==> src/rtl/dmac_ahb_slave.sv <==
// dmac_ahb_slave
//   AHB-Lite word-only memory slave with a configurable number of wait
//   states per accepted transfer and a two-cycle ERROR response.
//
// Parameters
//   DEPTH       number of 32-bit words (power of two, 2..256)
//   WAIT_STATES HREADYOUT-low cycles per accepted legal transfer (0..15)
//
// Ports
//   clk        rising-edge clock
//   rst        asynchronous reset, active low
//   HSEL       slave select
//   HADDR      byte address (address phase)
//   HTRANS     00 IDLE, 01 BUSY, 10 NONSEQ, 11 SEQ
//   HWRITE     1 write, 0 read
//   HSIZE      transfer size, only 3'b010 is legal
//   HWDATA     write data (data phase)
//   HREADY     bus-level ready
//   HRDATA     read data, 0 outside a read data phase
//   HREADYOUT  this slave's ready
//   HResp      00 OKAY, 01 ERROR
module dmac_ahb_slave #(
  parameter int DEPTH       = 16,
  parameter int WAIT_STATES = 1
) (
  input  logic        clk,
  input  logic        rst,
  input  logic        HSEL,
  input  logic [31:0] HADDR,
  input  logic [1:0]  HTRANS,
  input  logic        HWRITE,
  input  logic [2:0]  HSIZE,
  input  logic [31:0] HWDATA,
  input  logic        HREADY,
  output logic [31:0] HRDATA,
  output logic        HREADYOUT,
  output logic [1:0]  HResp
);

  localparam int          AW         = $clog2(DEPTH);
  localparam logic [3:0]  WS_LOAD    = (WAIT_STATES > 0) ? 4'(WAIT_STATES - 1) : 4'd0;
  localparam logic [31:0] ADDR_LIMIT = 32'(DEPTH * 4);

  typedef enum logic [2:0] {
    S_IDLE = 3'd0,
    S_WAIT = 3'd1,
    S_DATA = 3'd2,
    S_ERR1 = 3'd3,
    S_ERR2 = 3'd4
  } state_e;

  state_e                 state_q, state_d;
  logic [3:0]             cnt_q, cnt_d;
  logic [AW-1:0]          idx_q, idx_d;
  logic                   wr_q, wr_d;
  logic [DEPTH-1:0][31:0] mem_q;

  logic accept;
  logic req_err;

  // Address phases are only looked at while this slave is ready (IDLE,
  // DATA, ERR2); in WAIT and ERR1 the registered transfer is authoritative.
  assign accept  = HSEL && HREADY && HTRANS[1] &&
                   (state_q != S_WAIT) && (state_q != S_ERR1);
  assign req_err = (HSIZE != 3'b010) || (HADDR[1:0] != 2'b00) ||
                   (HADDR >= ADDR_LIMIT);

  // State register and registered address phase
  always_ff @(posedge clk or negedge rst) begin
    if (!rst) begin
      state_q <= S_IDLE;
      cnt_q   <= 4'd0;
      idx_q   <= '0;
      wr_q    <= 1'b0;
    end else begin
      state_q <= state_d;
      cnt_q   <= cnt_d;
      idx_q   <= idx_d;
      wr_q    <= wr_d;
    end
  end

  // Next-state logic
  always_comb begin
    state_d = state_q;
    cnt_d   = cnt_q;
    idx_d   = idx_q;
    wr_d    = wr_q;
    case (state_q)
      S_WAIT: begin
        if (cnt_q == 4'd0) state_d = S_DATA;
        else               cnt_d   = cnt_q - 4'd1;
      end
      S_ERR1: state_d = S_ERR2;
      // IDLE, DATA, ERR2 and any illegal encoding: a transfer may start here
      default: begin
        state_d = S_IDLE;
        if (accept) begin
          idx_d = HADDR[AW+1:2];
          wr_d  = HWRITE;
          if (req_err) begin
            state_d = S_ERR1;
          end else if (WAIT_STATES > 0) begin
            state_d = S_WAIT;
            cnt_d   = WS_LOAD;
          end else begin
            state_d = S_DATA;
          end
        end
      end
    endcase
  end

  // Outputs
  always_comb begin
    HREADYOUT = 1'b1;
    HResp     = 2'b00;
    HRDATA    = 32'd0;
    case (state_q)
      S_WAIT: HREADYOUT = 1'b0;
      S_ERR1: begin
        HREADYOUT = 1'b0;
        HResp     = 2'b01;
      end
      S_ERR2: HResp = 2'b01;
      S_DATA: if (!wr_q) HRDATA = mem_q[idx_q];
      default: ;
    endcase
  end

  // Storage: DATA always lasts one cycle, so the write lands on the edge
  // that ends it and a read whose data phase follows sees the new value.
  always_ff @(posedge clk or negedge rst) begin
    if (!rst) begin
      mem_q <= '0;
    end else if (state_q == S_DATA && wr_q) begin
      mem_q[idx_q] <= HWDATA;
    end
  end

endmodule

==> config.mk <==
export PLATFORM = sky130hd
export DESIGN_NAME = dmac_ahb_slave
export DESIGN_NICKNAME = d
export VERILOG_FILES = /design/src/rtl/dmac_ahb_slave.sv
export SDC_FILE = /design/constraint.sdc
export NUM_CORES = 1
export LEC_CHECK = 0
export ABC_AREA = 1
export CORE_MARGIN = 2
export CORE_UTILIZATION = 45
export DETAILED_ROUTE_END_ITERATION = 10
export PLACE_DENSITY_LB_ADDON = 0.05
export REMOVE_ABC_BUFFERS = 1
export SLEW_MARGIN = 20
export SYNTH_ARGS = -nofsm -noshare
export SYNTH_HDL_FRONTEND = slang
export SYNTH_SLANG_ARGS = --single-unit
==> constraint.sdc <==
create_clock -name clk -period 2.6 [get_ports clk]
set_clock_uncertainty 0.05 [all_clocks]
set_input_delay 0.26 -clock clk [delete_from_list [all_inputs] [get_ports clk]]
set_output_delay 0.26 -clock clk [all_outputs]
set_load 0.1 [all_outputs]
# == After elaboration in Yosys (flattened, before gate mapping) ==
# Index checks and enable logic that the tools add are counted.
# totals
wordCells,68
ff_bits,524
in_bits,74
out_inout_bits,35
# op_classes
n_reduce_logical,15
n_lt_le_gt_ge,3
muxes,17
n_eq_ne,10
bitwise_logic,2
addsub,1
# ops
op,count
512-bit bitwise mux,1
32-bit binary-select mux with 4-bit select,1
32-bit demux with 4-bit select,1
32-bit two-way mux,4
32-bit by 7-bit >= comparator with 1-bit output (second input constant),1
4-bit two-way mux,3
4-bit one-hot mux with 2 select lines,1
3-bit by 2-bit == test with 1-bit output (second input constant),2
1-bit logical AND,6
3-bit by 2-bit inequality test with 1-bit output (second input constant),2
3-bit one-hot mux with 2 select lines,1
4-bit by 5-bit < comparator with 1-bit output (second input constant),1
4-bit by 1-bit >= comparator with 1-bit output (second input constant),1
4-bit zero test,1
2-bit two-way mux,2
2-bit inequality test (second input constant),2
4-bit AND reduction,1
2-bit nonzero test,2
2-bit OR reduction,2
4-bit by 1-bit subtractor with 4-bit output (second input constant),1
3-bit by 1-bit == test with 1-bit output (second input constant),1
3-bit == test (second input constant),1
3-bit two-way mux,1
3-bit by 1-bit inequality test with 1-bit output (second input constant),1
other kinds (5),8

# == Depth between registers and ports, before layout ==
# Gate-level depths: netlist (run 1).
# depth
word_depth,6
mapped_depth,11
mapped_depth_nobuf,10

# == Worst setup path after synthesis (run 1) ==
# Ideal clock, no wire load.
# synth_path
path_type,register to output
start,register idx_q[0]
end,output port HRDATA[12]
n_path_buf,3
arrival_time_ps,2776
required_ps,2290
slack_ps,-486
path_stages_with_launch,11
path_cell_list,dfrtp_1 clkbuf_1 nor2_1 buf_2 clkbuf_1 nand2_1 nand4_1 nand2_1 nand2_1 nor2_1 nor2_1
# synth_via
elab_chain_len,4
# synth_lines
element,line_no,source
"start, declared",54,"logic [AW-1:0] idx_q, idx_d;"
"start signal, assigned",78,idx_q <= idx_d;
32-bit binary-select mux with 4-bit select,126,S_DATA: if (!wr_q) HRDATA = mem_q[idx_q];
32-bit two-way mux (not written as such),126,
32-bit two-way mux,126,
32-bit two-way mux,119,case (state_q)
"end, declared",35,"output logic [31:0] HRDATA,"
# Every way passes these cells. The select of a mux whose other input is x is not followed.

# == Final worst setup path (run 1) ==
# layout_path
start,register idx_q[0]
end,output port HRDATA[8]
# The elaborated chain is that of the path after synthesis.

==> summary.txt, run 1 <==
Timing
  – Final setup viols: 32
  – RSZ-0062 raised after global routing: true
  – PnR worst setup slack: -0.224 ns
  – Final period util: 1.09
  – Slew of the pin with the lowest slew margin: 0.965 ns
  – Max Slew Vio Count: 0
  – Relative slew slack: 0.357
  – Minimum clock period: 2.82 ns
  – TNS Setup: -5.43 ns
  – Fmax: 354 MHz
  – Final hold vios: 0

Worst setup path
  – Critical path, cell by cell: buf_6 > nor2_4 > buf_4 > clkbuf_16 > nand2_1 > nand4_1 > nand2_1 > nand2_1 > nor2_1 > nor2_2 > buf_12
  – CP required: 2.29 ns
  – Critical path capture point type: output pin
  – Slowest stage delay, CP: 0.48 ns
  – Arrival @ worst endpoint: 2.51 ns
  – Critical path fanouts, max: 9
  – WS Path Type: reg2out
  – Most used cell, CP: nand2_1
  – Critical path's slowest cell: dfrtp_2
  – Startpoint Class: flip-flop

Worst hold path
  – Hold Crit Class: in2async

Synth
  – EDFF count, synth: 0
  – Distinct cell type count after synthesis: 28
  – Cell area after synthesis: 0.0237 sq mm
  – Seq/Total Area, Yosys: 0.552
  – Yosys top cell by area: dfrtp_1
  – Cells after Synth: 2,867
  – FF+latch count, synth: 524
  – Top area cells in the synthesized netlist: dfrtp_1, nand2_1, o21ai_1
  – Dominant synthesized flop cell: dfrtp_1
  – Yosys Warn Count: 0
  – Syn Area/Cell: 8.28 sq um
  – Ys async rst share: 1.00
  – Yosys top cell area share: 0.552

Final layout
  – Syn-to-layout area delta: 21.6%
  – Inserted Diodes: 0
  – Nets: between 3,000 and 4,000
  – Most common cell after layout, fill and taps aside: nand2_1
  – Fin util: 0.551
  – Commonest non-fill, non-tap cells in the layout: nand2_1, dfrtp_1, o21ai_1
  – Filler Cell Count: 4,852
  – Post-route insts no fill: 3,690
  – Share of cells above drive strength 1: 0.133

Place
  – Placed Cells: 3,533
  – Post-detail-place hpwl: 38,500 um
  – Port bufs: 106
  – Gpl congestion: 0.773

Power
  – Leakage: 14.2 nW
  – PwrDens: around 1200 mW/mm^2
  – Maximum vdd ir drop: between 0.5 and 0.6 mV

Global route
  – Met1 usage in global routing: 0.393
  – All-layer global routing usage: 0.275
  – Largest net degree at the start of global routing: between 70 and 80
  – Vias in the first global route: about 19,000
  – Initial antenna violation count: 0
  – Grt peak-use layer: met2
  – First-pass GRT wire length: 114,000 um
  – GR met2 Demand/Resource: 0.439
  – Congestion Overflow GR: 0
  – Global Route met3 Usage: 0.0442

Detailed routing
  – DR vias: a little under 20,000
  – Drt first pass iters: 6
  – Remaining DRCs: 0
  – Antenna-violating nets left: 0
  – Initial DRC Count: between 1,500 and 2,000
  – WL/cell: a little over 20 um
  – Via density: 5.38
  – Overall routed net length: roughly 75,000 um

Clock network
  – Total CTS buffers: 58
  – Worst skew pair latency: 0.62 ns
  – CTS Buffer Depth: 3
  – CTS tree: built
  – H-tree depth: 2
  – Clock slew at reported path FFs: 0.06 ns
  – Clock sink total: 524
  – Root buffer cell: clkbuf_16

Status
  – Violated checks: negative setup slack
  – Run status: complete, but fails checks

Floorplan
  – Core Box Area: around 0.052 sq mm
  – Full die area: 0.0546 sq mm
  – Row Count: 84
  – Die width: 234 um
  – Die span in y: roughly 230 um
  – Starting density of the core: 0.454
  – IO Pins: ~110

Flow run
  – # Max-Cap Violations: 0
## power by group
part	total [W]	leakage [nW]	switching [W]	internal (W)
sequential	0.0129	5.02	0.00167	0.0112
combinational	0.0140	8.13	0.00860	0.00540
clock	0.00875	1.01	0.00345	0.00530
## per-layer routing
metal	up-vias	wire length, um
met5	-	0
met4	0	1570
met3	102	4740
met2	585	34100
met1	9695	34800
li1	9467	-
## registers in the layout, summed over array words and instances, names as in the netlist
name and count:
state_q 3, mem_q 512, cnt_q 4, idx_q 4, wr_q 1
## through the flow
step                      instance area (sq um)  hold WS, ns  power (W)  setup WS, ns
final                                     28900        0.168     0.0356        -0.224
after global routing                      28900        0.193     0.0380        -0.303
after CTS                                 28600        0.145     0.0351        -0.192
after detailed placement                  25800        0.270     0.0248         0.329
after global placement                    25800        0.276     0.0245         0.303
after floorplan                           22500      -0.0856     0.0207         -5.76
## cell families (layout without fill, tap and decap cells)
| logic type | Yosys count | count (layout) | share of synthesized area |
|---|---|---|---|
| buf+inv | 259 | 394 | 0.0616 |
| xor+xnor | 2 | 2 | 0.000738 |
| simple gates | 1432 | 1432 | 0.242 |
| flops | 524 | 524 | 0.552 |
| compound gates | 647 | 647 | 0.142 |
| other cells | 1 | 1 | 0.000158 |
| fa+ha+maj | 2 | 2 | 0.00105 |
## worst paths after layout
path / startpoint / to / slack, ns / cells past startpoint
worst max register to register: idx_q[0] / mem_q[395] / 0.29 / 9
min in group clk: HWRITE / wr_q / 0.17 / 3
worst max-delay path: idx_q[0] / HRDATA[8] / -0.22 / 11
max in group asynchronous: rst / mem_q[130] / 1.40 / 3
worst min-delay path: rst / mem_q[478] / 0.17 / 2
worst min register to register: mem_q[150] / mem_q[150] / 0.43 / 2
## synthesized netlist by cell type, types with 2 or more instances
master       n
clkbuf_1   124
nand4_1     65
nor3_1       3
nor2_2       2
xnor2_1      2
buf_2       16
nor2_1      90
ha_1         2
nand3_4     10
nand2_1   1246
o21ai_0    261
dfrtp_1    524
buf_1        8
o21ai_2     34
o21ai_1    286
buf_6       60
nand3_1      7
a21oi_1     65
nand3_2      6
inv_1       46
or2_2        2
inv_2        2
## critical path, delay by kind of cell (launching register included)
family        cells  cell delay, ns
simple gates      7            0.68
buf+inv           4            0.74
flops             1            0.48
## timing repair
| item | in CTS | in global routing |
|---|---|---|
| endpoints found under the setup margin | 32 | 32 |
| cloned | 10 | 8 |
| hold endpoints to repair | 50 | 0 |
| buffers inserted | 23 | 6 |
| hold buffers | 1 | 0 |
| pin swaps | 32 | 35 |
| gates resized for setup | 106 | 44 |
## final cells by class
| cell class | instances | area (sq um) | share of cell area |
|---|---|---|---|
| sequential | 524 | 13100 | 0.454 |
| inverter | 49 | 199 | 0.00689 |
| clock inverter | 27 | 367 | 0.0127 |
| tap | 688 | 861 | 0.0298 |
| multi-input combinational | 2084 | 9470 | 0.328 |
| timing repair buffer | 235 | 3170 | 0.110 |
| clock buffer | 83 | 1690 | 0.0584 |
Power figures use the tool's default switching activity.
==> run 2, diff against run 1 <==
--- a/config.mk
+++ b/config.mk
@@ -5,7 +5,6 @@
 export SDC_FILE = /design/constraint.sdc
 export NUM_CORES = 1
 export LEC_CHECK = 0
-export ABC_AREA = 1
 export CORE_MARGIN = 2
 export CORE_UTILIZATION = 45
 export DETAILED_ROUTE_END_ITERATION = 10
@@ -15,3 +14,4 @@
 export SYNTH_ARGS = -nofsm -noshare
 export SYNTH_HDL_FRONTEND = slang
 export SYNTH_SLANG_ARGS = --single-unit
+export TNS_END_PERCENT = 50
==> summary.txt, run 2 <==
Worst setup path
  – Critical path fanouts, max: 7 (was 9)
  – Critical path capture point type: output pin (unchanged)
  – Startpoint Class: flip-flop (unchanged)
  – Critical path's slowest cell: dfrtp_4 (was dfrtp_2)
  – Worst Path Buf+Inv: 4 (unchanged)
  – Reg-to-reg endpoint: mem_q[239] (was mem_q[395])
  – R2R depth: 6 (was 9)
  – FF-to-FF Start: state_q[2] (was idx_q[0])
  – WS Path Type: reg2out (unchanged)
  – Critical path, cell by cell: buf_4 > buf_16 > buf_12 > mux4_2 > a22oi_2 > nand2_2 > buf_12 (was buf_6 > nor2_4 > buf_4 > clkbuf_16 > nand2_1 > nand4_1 > nand2_1 > nand2_1 > nor2_1 > nor2_2 > buf_12)
  – Most used cell, CP: buf_12 (was nand2_1)
  – CP required: 2.29 ns (about the same)
  – Worst R2R Setup Slack: 0.09 ns (was 0.29 ns)
  – Arrival @ worst endpoint: 2.57 ns (was 2.51 ns)
  – Slowest stage delay, CP: 0.50 ns (was 0.48 ns)
  – Delay-heaviest family, CP: buffers and inverters (unchanged)

Timing
  – Final hold vios: 0 (unchanged)
  – Minimum clock period: 2.88 ns (was 2.82 ns)
  – Final period util: 1.11 (was 1.09)
  – Fmax: 347 MHz (was 354 MHz)
  – RSZ-0062 raised after global routing: true (unchanged)
  – Max Slew Vio Count: 0 (unchanged)
  – Final setup viols: 32 (unchanged)
  – PnR worst setup slack: -0.283 ns (was -0.224 ns)
  – Slew of the pin with the lowest slew margin: 0.698 ns (was 0.965 ns)
  – Relative slew slack: 0.533 (was 0.357)

Final layout
  – Share of cells above drive strength 1: 0.598 (was 0.133)
  – Commonest non-fill, non-tap cells in the layout: dfrtp_1, mux2_2, mux4_2 (was nand2_1, dfrtp_1, o21ai_1)
  – Nets: 1,704 (was 3,028)
  – Filler Cell Count: 4,160 (was 4,852)
  – Biggest register: mem_q (unchanged)
  – Largest register FFs: 512 (unchanged)
  – Syn-to-layout area delta: 24.8% (was 21.6%)
  – Multi-input logic area: 0.0102 sq mm (was 0.00947 sq mm)
  – Most common cell after layout, fill and taps aside: dfrtp_1 (was nand2_1)
  – Largest regs: mem_q x512, cnt_q x4, idx_q x4 (unchanged)
  – Sequential cell area: 0.0131 sq mm (about the same)
  – Inserted Diodes: 0 (unchanged)
  – Final instance area: 0.0293 sq mm (was 0.0289 sq mm)

Floorplan
  – Starting density of the core: 0.456 (was 0.454)
  – Die span in y: 233 um (was 234 um)
  – Core Box Area: 0.0515 sq mm (was 0.0523 sq mm)
  – Row Count: 83 (was 84)
  – Die width: 233 um (was 234 um)
  – Full die area: 0.0541 sq mm (was 0.0546 sq mm)
  – IO Pins: 109 (unchanged)

Place
  – Gpl congestion: 0.710 (was 0.773)
  – Port bufs: 106 (unchanged)
  – Placed Area: 0.0264 sq mm (was 0.0258 sq mm)
  – Post-detail-place hpwl: 34,400 um (was 38,500 um)
  – Pre-CTS setup slack: 0.137 ns (was 0.329 ns)

Global route
  – First-pass GRT wire length: 91,800 um (was 114,000 um)
  – Grt peak-use layer: met2 (unchanged)
  – Congestion Overflow GR: 0 (unchanged)
  – Met1 usage in global routing: 0.329 (was 0.393)
  – Initial antenna violation count: 0 (unchanged)
  – Largest net degree at the start of global routing: 76 (was 73)
  – Vias in the first global route: 14,400 (was 18,900)
  – All-layer global routing usage: 0.229 (was 0.275)
  – GR met2 Demand/Resource: 0.366 (was 0.439)
  – Global Route met3 Usage: 0.0324 (was 0.0442)

Flow run
  – # Max-Cap Violations: 0 (unchanged)

Synth
  – Cells after Synth: 1,464 (was 2,867)
  – Yosys Warn Count: 0 (unchanged)
  – Most frequent cell after synthesis: dfrtp_1 (was nand2_1)
  – Yosys top cell by area: dfrtp_1 (unchanged)
  – Synth Area in XOR/XNOR: 0.000745 (was 0.000738)
  – Syn Area/Cell: 16.1 sq um (was 8.28 sq um)
  – Synth cell count leaders: dfrtp_1, mux2_2, mux4_2, a22oi_1, buf_2 (was nand2_1, dfrtp_1, o21ai_1, o21ai_0, clkbuf_1)
  – EDFF count, synth: 0 (unchanged)
  – Dominant synthesized flop cell: dfrtp_1 (unchanged)
  – Ys async rst share: 1.00 (unchanged)
  – Distinct cell type count after synthesis: 38 (was 28)
  – Yosys top cell area share: 0.558 (was 0.552)
  – Top area cells in the synthesized netlist: dfrtp_1, mux2_2, mux4_2 (was dfrtp_1, nand2_1, o21ai_1)
  – Seq/Total Area, Yosys: 0.558 (was 0.552)
  – Synth Area in Simple Gates: 0.0209 (was 0.242)
  – Largest family of logic cells by synthesized area: multiplexers (was simple AND/OR/NAND/NOR gates)
  – Cell area after synthesis: 0.0235 sq mm (was 0.0237 sq mm)
  – Compound-cell area share of the yosys netlist: 0.0216 (was 0.142)
  – FF+latch count, synth: 524 (unchanged)
  – Adder-cell share of the synthesized area: 0.00106 (was 0.00105)
  – Mux share of post-synthesis cell area: 0.370 (was 0)

Detailed routing
  – Drt first pass iters: 4 (was 6)
  – WL/cell: 25.7 um (was 20.4 um)
  – Via density: 5.75 (was 5.38)
  – Remaining DRCs: 0 (unchanged)
  – DR vias: 13,500 (was 19,800)
  – Antenna-violating nets left: 0 (unchanged)
  – Initial DRC Count: 707 (was 1,754)
  – Overall routed net length: 60,300 um (was 75,200 um)

Clock network
  – Total CTS buffers: 57 (was 58)
  – CTS Buffer Depth: 3 (unchanged)
  – Clock slew at reported path FFs: 0.06 ns (about the same)
  – Root buffer cell: clkbuf_16 (unchanged)
  – Clock sink total: 524 (unchanged)
  – Worst skew pair latency: 0.61 ns (was 0.62 ns)
  – H-tree depth: 2 (unchanged)
  – CTS tree: built (unchanged)

Power
  – Switching fraction of total power: 0.285 (was 0.385)
  – Leakage: 12.6 nW (was 14.2 nW)
  – Switching pwr: 0.00772 W (was 0.0137 W)
  – Flop pwr share: 0.388 (was 0.362)
  – Comb power frac: 0.321 (was 0.393)
  – PwrDens: 924 mW/mm^2 (was 1240 mW/mm^2)
  – Maximum vdd ir drop: 0.523 mV (was 0.546 mV)
  – Internal: 0.0194 W (was 0.0219 W)
  – Clock power share: 0.291 (was 0.246)

Status
  – Violated checks: negative setup slack (unchanged)
  – Run status: complete, but fails checks (unchanged)

Worst hold path
  – Hold Crit Class: in2async (unchanged)
-- run 2: cell count changes after synthesis, moves of 65 or more --
cell      before  now
a21oi_1       65    0
nor2_1        90    5
o21ai_0      261    1
clkbuf_1     124   53
mux4_2         0  128
o21ai_1      286    0
nand2_1     1246   47
mux2_2         0  507
-- run 2: layout make-up --
type / count / share of cell area
clock buffer: 93 / 0.0595
clock inverter: 8 / 0.00247
multi-input combinational: 809 / 0.349
tap: 680 / 0.0290
inverter: 2 / 0.000256
sequential: 524 / 0.447
timing repair buffer: 234 / 0.113
-- run 2: cell families (layout without fill, tap and decap cells) --
group,Yosys count,after routing
multiplexers,645,645
flip-flops,524,524
buffers and inverters,131,337
AND/OR/NAND/NOR,91,91
AO/OA/AOI/OAI,68,68
adder cells (fa/ha/maj),2,2
XOR/XNOR,2,2
other,1,1
-- run 2: through the flow --
| step | util | cells | power, W | setup TNS (ns) | hold WS (ns) |
|---|---|---|---|---|---|
| detailed placement | 0.513 | 2207 | 0.0179 | 0 | 0.237 |
| finish | 0.569 | 2350 | 0.0271 | -6.66 | 0.179 |
| floorplan | - | 1335 | 0.0149 | -2368.12 | -0.0856 |
| global route | 0.569 | 2350 | 0.0284 | -9.02 | 0.201 |
| CTS | 0.564 | 2340 | 0.0271 | -8.86 | 0.171 |
| global placement | 0.513 | 2207 | 0.0177 | 0 | 0.235 |
-- run 2: worst reg2reg max path, stage by stage (launching register included) --
cell       delay (ns)
dfrtp_1          0.39
buf_4            0.15
nand4bb_2        0.42
nor3b_2          0.48
nor2b_4          0.28
buf_12           0.24
mux2_2           0.37
-- run 2: how the worst max path moves through the flow --
stage,startpoint,endpoint,slack (ns),depth (start not counted)
6_report,idx_q[0],HRDATA[31],-0.28,7
2_1_floorplan,idx_q[0],mem_q[100],-5.68,2
3_3_place_gp,idx_q[0],HRDATA[10],0.18,6
5_1_grt,idx_q[0],HRDATA[19],-0.36,7
4_1_cts,idx_q[0],HRDATA[25],-0.36,7
3_5_place_dp,state_q[2],mem_q[356],0.14,5
-- run 2: power groups by stage --
stage | registers, W | clock network (W) | logic, W
2_1_floorplan | 0.0107 | 0 | 0.00411
3_3_place_gp | 0.0107 | 0 | 0.00708
3_5_place_dp | 0.0107 | 0 | 0.00718
4_1_cts | 0.0105 | 0.00811 | 0.00845
5_1_grt | 0.0107 | 0.00843 | 0.00924
6_report | 0.0105 | 0.00790 | 0.00869
-- run 2: metal layers --
| layer | wire, um | vias up | part of all wire |
|---|---|---|---|
| met1 | 28300 | 7356 | 0.47 |
| met2 | 28800 | 231 | 0.48 |
| li1 | - | 5843 | - |
| met3 | 2080 | 72 | 0.034 |
| met4 | 1100 | 0 | 0.018 |
| met5 | 0 | - | 0 |
-- run 2: what timing repair did --
item                       4_1_cts  5_1_grt
hold endpoints to repair        51        0
hold buffers                     1        0
pin swaps                       35       39
setup buffers                   21        8
cloned                          10        4
resized for setup               89       43
setup endpoints to repair       32      127
==> run 3, diff against run 2 <==
--- a/config.mk
+++ b/config.mk
@@ -9,6 +9,7 @@
 export CORE_UTILIZATION = 45
 export DETAILED_ROUTE_END_ITERATION = 10
 export PLACE_DENSITY_LB_ADDON = 0.05
+export RECOVER_POWER = 50
 export REMOVE_ABC_BUFFERS = 1
 export SLEW_MARGIN = 20
 export SYNTH_ARGS = -nofsm -noshare
==> summary.txt, run 3 (synthesized netlist as in run 2, its figures left out) <==
Status
  – Run status: complete, but fails checks (unchanged)
  – Violated checks: max-capacitance violations, max-slew violations, negative setup slack (was negative setup slack)

Detailed routing
  – Remaining DRCs: 0 (unchanged)
  – DR vias: 13,400 (was 13,500)
  – Drt first pass iters: 4 (unchanged)
  – Antenna-violating nets left: 0 (unchanged)
  – Via density: 5.71 (was 5.75)
  – WL/cell: 25.5 um (was 25.7 um)
  – Initial DRC Count: 711 (was 707)
  – Overall routed net length: 60,000 um (was 60,300 um)

Worst setup path
  – R2R depth: 6 (unchanged)
  – Critical path's slowest cell: dfrtp_4 (unchanged)
  – Critical path fanouts, max: 7 (unchanged)
  – Most used cell, CP: buf_12 (unchanged)
  – FF-to-FF Start: state_q[2] (unchanged)
  – Reg-to-reg endpoint: mem_q[232] (was mem_q[239])
  – Worst Path Buf+Inv: 4 (unchanged)
  – CP required: 2.29 ns (about the same)
  – WS Path Type: reg2out (unchanged)
  – Critical path, cell by cell: buf_4 > buf_16 > buf_12 > mux4_2 > a22oi_2 > nand2_2 > buf_12 (unchanged)
  – Delay-heaviest family, CP: buffers and inverters (unchanged)
  – Critical path capture point type: output pin (unchanged)
  – Arrival @ worst endpoint: 2.56 ns (was 2.57 ns)
  – Slowest stage delay, CP: 0.50 ns (about the same)
  – Startpoint Class: flip-flop (unchanged)
  – Worst R2R Setup Slack: 0.10 ns (was 0.09 ns)

Timing
  – Relative slew slack: -0.257 (was 0.533)
  – Max Slew Vio Count: 66 (was 0)
  – Slew of the pin with the lowest slew margin: 1.88 ns (was 0.698 ns)
  – Final setup viols: 32 (unchanged)
  – PnR worst setup slack: -0.274 ns (was -0.283 ns)
  – Minimum clock period: 2.87 ns (was 2.88 ns)
  – RSZ-0062 raised after global routing: true (unchanged)
  – Final hold vios: 0 (unchanged)
  – Final period util: 1.11 (about the same)
  – Fmax: 348 MHz (was 347 MHz)

Worst hold path
  – Hold Crit Class: in2reg (was in2async)
  – Hold path depth: 2
  – Min-delay src: HWRITE
  – Worst Hold Endpoint: wr_q

Flow run
  – # Max-Cap Violations: 1 (was 0)

Final layout
  – Syn-to-layout area delta: 24.4% (was 24.8%)
  – Commonest non-fill, non-tap cells in the layout: dfrtp_1, mux2_2, mux4_2 (unchanged)
  – Nets: 1,704 (unchanged)
  – Inserted Diodes: 0 (unchanged)
  – Filler Cell Count: 4,173 (was 4,160)
  – Largest regs: mem_q x512, cnt_q x4, idx_q x4 (unchanged)
  – Most common cell after layout, fill and taps aside: dfrtp_1 (unchanged)
  – Sequential cell area: 0.0131 sq mm (unchanged)
  – Largest register FFs: 512 (unchanged)
  – Biggest register: mem_q (unchanged)
  – Multi-input logic area: 0.0102 sq mm (unchanged)
  – Share of cells above drive strength 1: 0.595 (was 0.598)

Floorplan
  – Die span in y: 233 um (unchanged)
  – IO Pins: 109 (unchanged)
  – Die width: 233 um (unchanged)
  – Starting density of the core: 0.456 (unchanged)
  – Full die area: 0.0541 sq mm (unchanged)
  – Core Box Area: 0.0515 sq mm (unchanged)
  – Row Count: 83 (unchanged)

Place
  – Gpl congestion: 0.710 (unchanged)
  – Port bufs: 106 (unchanged)
  – Post-detail-place hpwl: 34,400 um (unchanged)
  – Pre-CTS setup slack: 0.137 ns (unchanged)

Power
  – Internal: 0.0194 W (about the same)
  – Pwr Total: 0.0270 W (was 0.0271 W)
  – Clock power share: 0.292 (was 0.291)
  – Switching pwr: 0.00768 W (was 0.00772 W)
  – Switching fraction of total power: 0.284 (was 0.285)
  – PwrDens: 925 mW/mm^2 (was 924 mW/mm^2)
  – Flop pwr share: 0.388 (about the same)
  – Maximum vdd ir drop: 0.521 mV (was 0.523 mV)
  – Comb power frac: 0.320 (was 0.321)
  – Leakage: 12.6 nW (about the same)

Clock network
  – Worst skew pair latency: 0.61 ns (about the same)
  – CTS tree: built (unchanged)
  – Total CTS buffers: 57 (unchanged)
  – Clock sink total: 524 (unchanged)
  – Clock slew at reported path FFs: 0.06 ns (about the same)
  – CTS Buffer Depth: 3 (unchanged)
  – H-tree depth: 2 (unchanged)
  – Root buffer cell: clkbuf_16 (unchanged)

Global route
  – Largest net degree at the start of global routing: 76 (unchanged)
  – Vias in the first global route: 14,400 (unchanged)
  – Congestion Overflow GR: 0 (unchanged)
  – Initial antenna violation count: 0 (unchanged)
  – All-layer global routing usage: 0.229 (unchanged)
  – First-pass GRT wire length: 91,800 um (unchanged)
-- run 3: worst max-delay path by stage --
stage               startpoint         end  slack [ns]  cells past startpoint
floorplan             idx_q[0]  mem_q[100]       -5.68                      2
global placement      idx_q[0]  HRDATA[10]        0.18                      6
detailed placement  state_q[2]  mem_q[356]        0.14                      5
CTS                   idx_q[0]  HRDATA[25]       -0.36                      7
global route          idx_q[0]  HRDATA[19]       -0.36                      7
finish                idx_q[0]  HRDATA[31]       -0.27                      7
-- run 3: stage by stage --
step / instance area (sq um) / hold WS (ns) / cells / utilization / setup TNS [ns]
finish: 29200 / 0.222 / 2350 / 0.568 / -6.49
global route: 29200 / 0.201 / 2350 / 0.568 / -13.09
CTS: 29000 / 0.171 / 2340 / 0.564 / -8.86
detailed placement: 26400 / 0.237 / 2207 / 0.513 / 0
global placement: 26400 / 0.235 / 2207 / 0.513 / 0
floorplan: 22900 / -0.0856 / 1335 / - / -2368.12
-- run 3: layout make-up --
cell class / count / area share
clock inverter: 8 / 0.00248
inverter: 2 / 0.000257
sequential: 524 / 0.449
tap: 680 / 0.0291
multi-input combinational: 809 / 0.350
clock buffer: 93 / 0.0596
timing repair buffer: 234 / 0.110
-- run 3: worst reg2reg max path, cell delays in order, from the launching register on --
cell and delay (ns):
dfrtp_1 0.39, buf_4 0.15, nand4bb_2 0.41, nor3b_2 0.48
nor2b_4 0.27, buf_12 0.24, mux2_2 0.38
-- run 3: what timing repair did --
item / in CTS / in global routing
pin swaps: 35 / 39
hold buffers: 1 / 0
buffers inserted: 21 / 8
endpoints found under the setup margin: 32 / 127
resized for setup: 89 / 43
cloned: 10 / 4
endpoints found under the hold margin: 51 / 0
-- run 3: metal layers --
| layer | vias to the layer above | track usage | share of wire |
|---|---|---|---|
| met5 | - | 0 | 0 |
| met4 | 0 | 0.0605 | 0.017 |
| met3 | 68 | 0.0324 | 0.052 |
| met2 | 275 | 0.366 | 0.48 |
| met1 | 7237 | 0.329 | 0.45 |
| li1 | 5849 | - | - |
-- run 3: power groups by stage --
stage / combinational [W] / sequential (W) / clock (W)
3_5_place_dp: 0.00718 / 0.0107 / 0
3_3_place_gp: 0.00708 / 0.0107 / 0
2_1_floorplan: 0.00411 / 0.0107 / 0
6_report: 0.00864 / 0.0105 / 0.00789
4_1_cts: 0.00845 / 0.0105 / 0.00811
5_1_grt: 0.00922 / 0.0107 / 0.00843
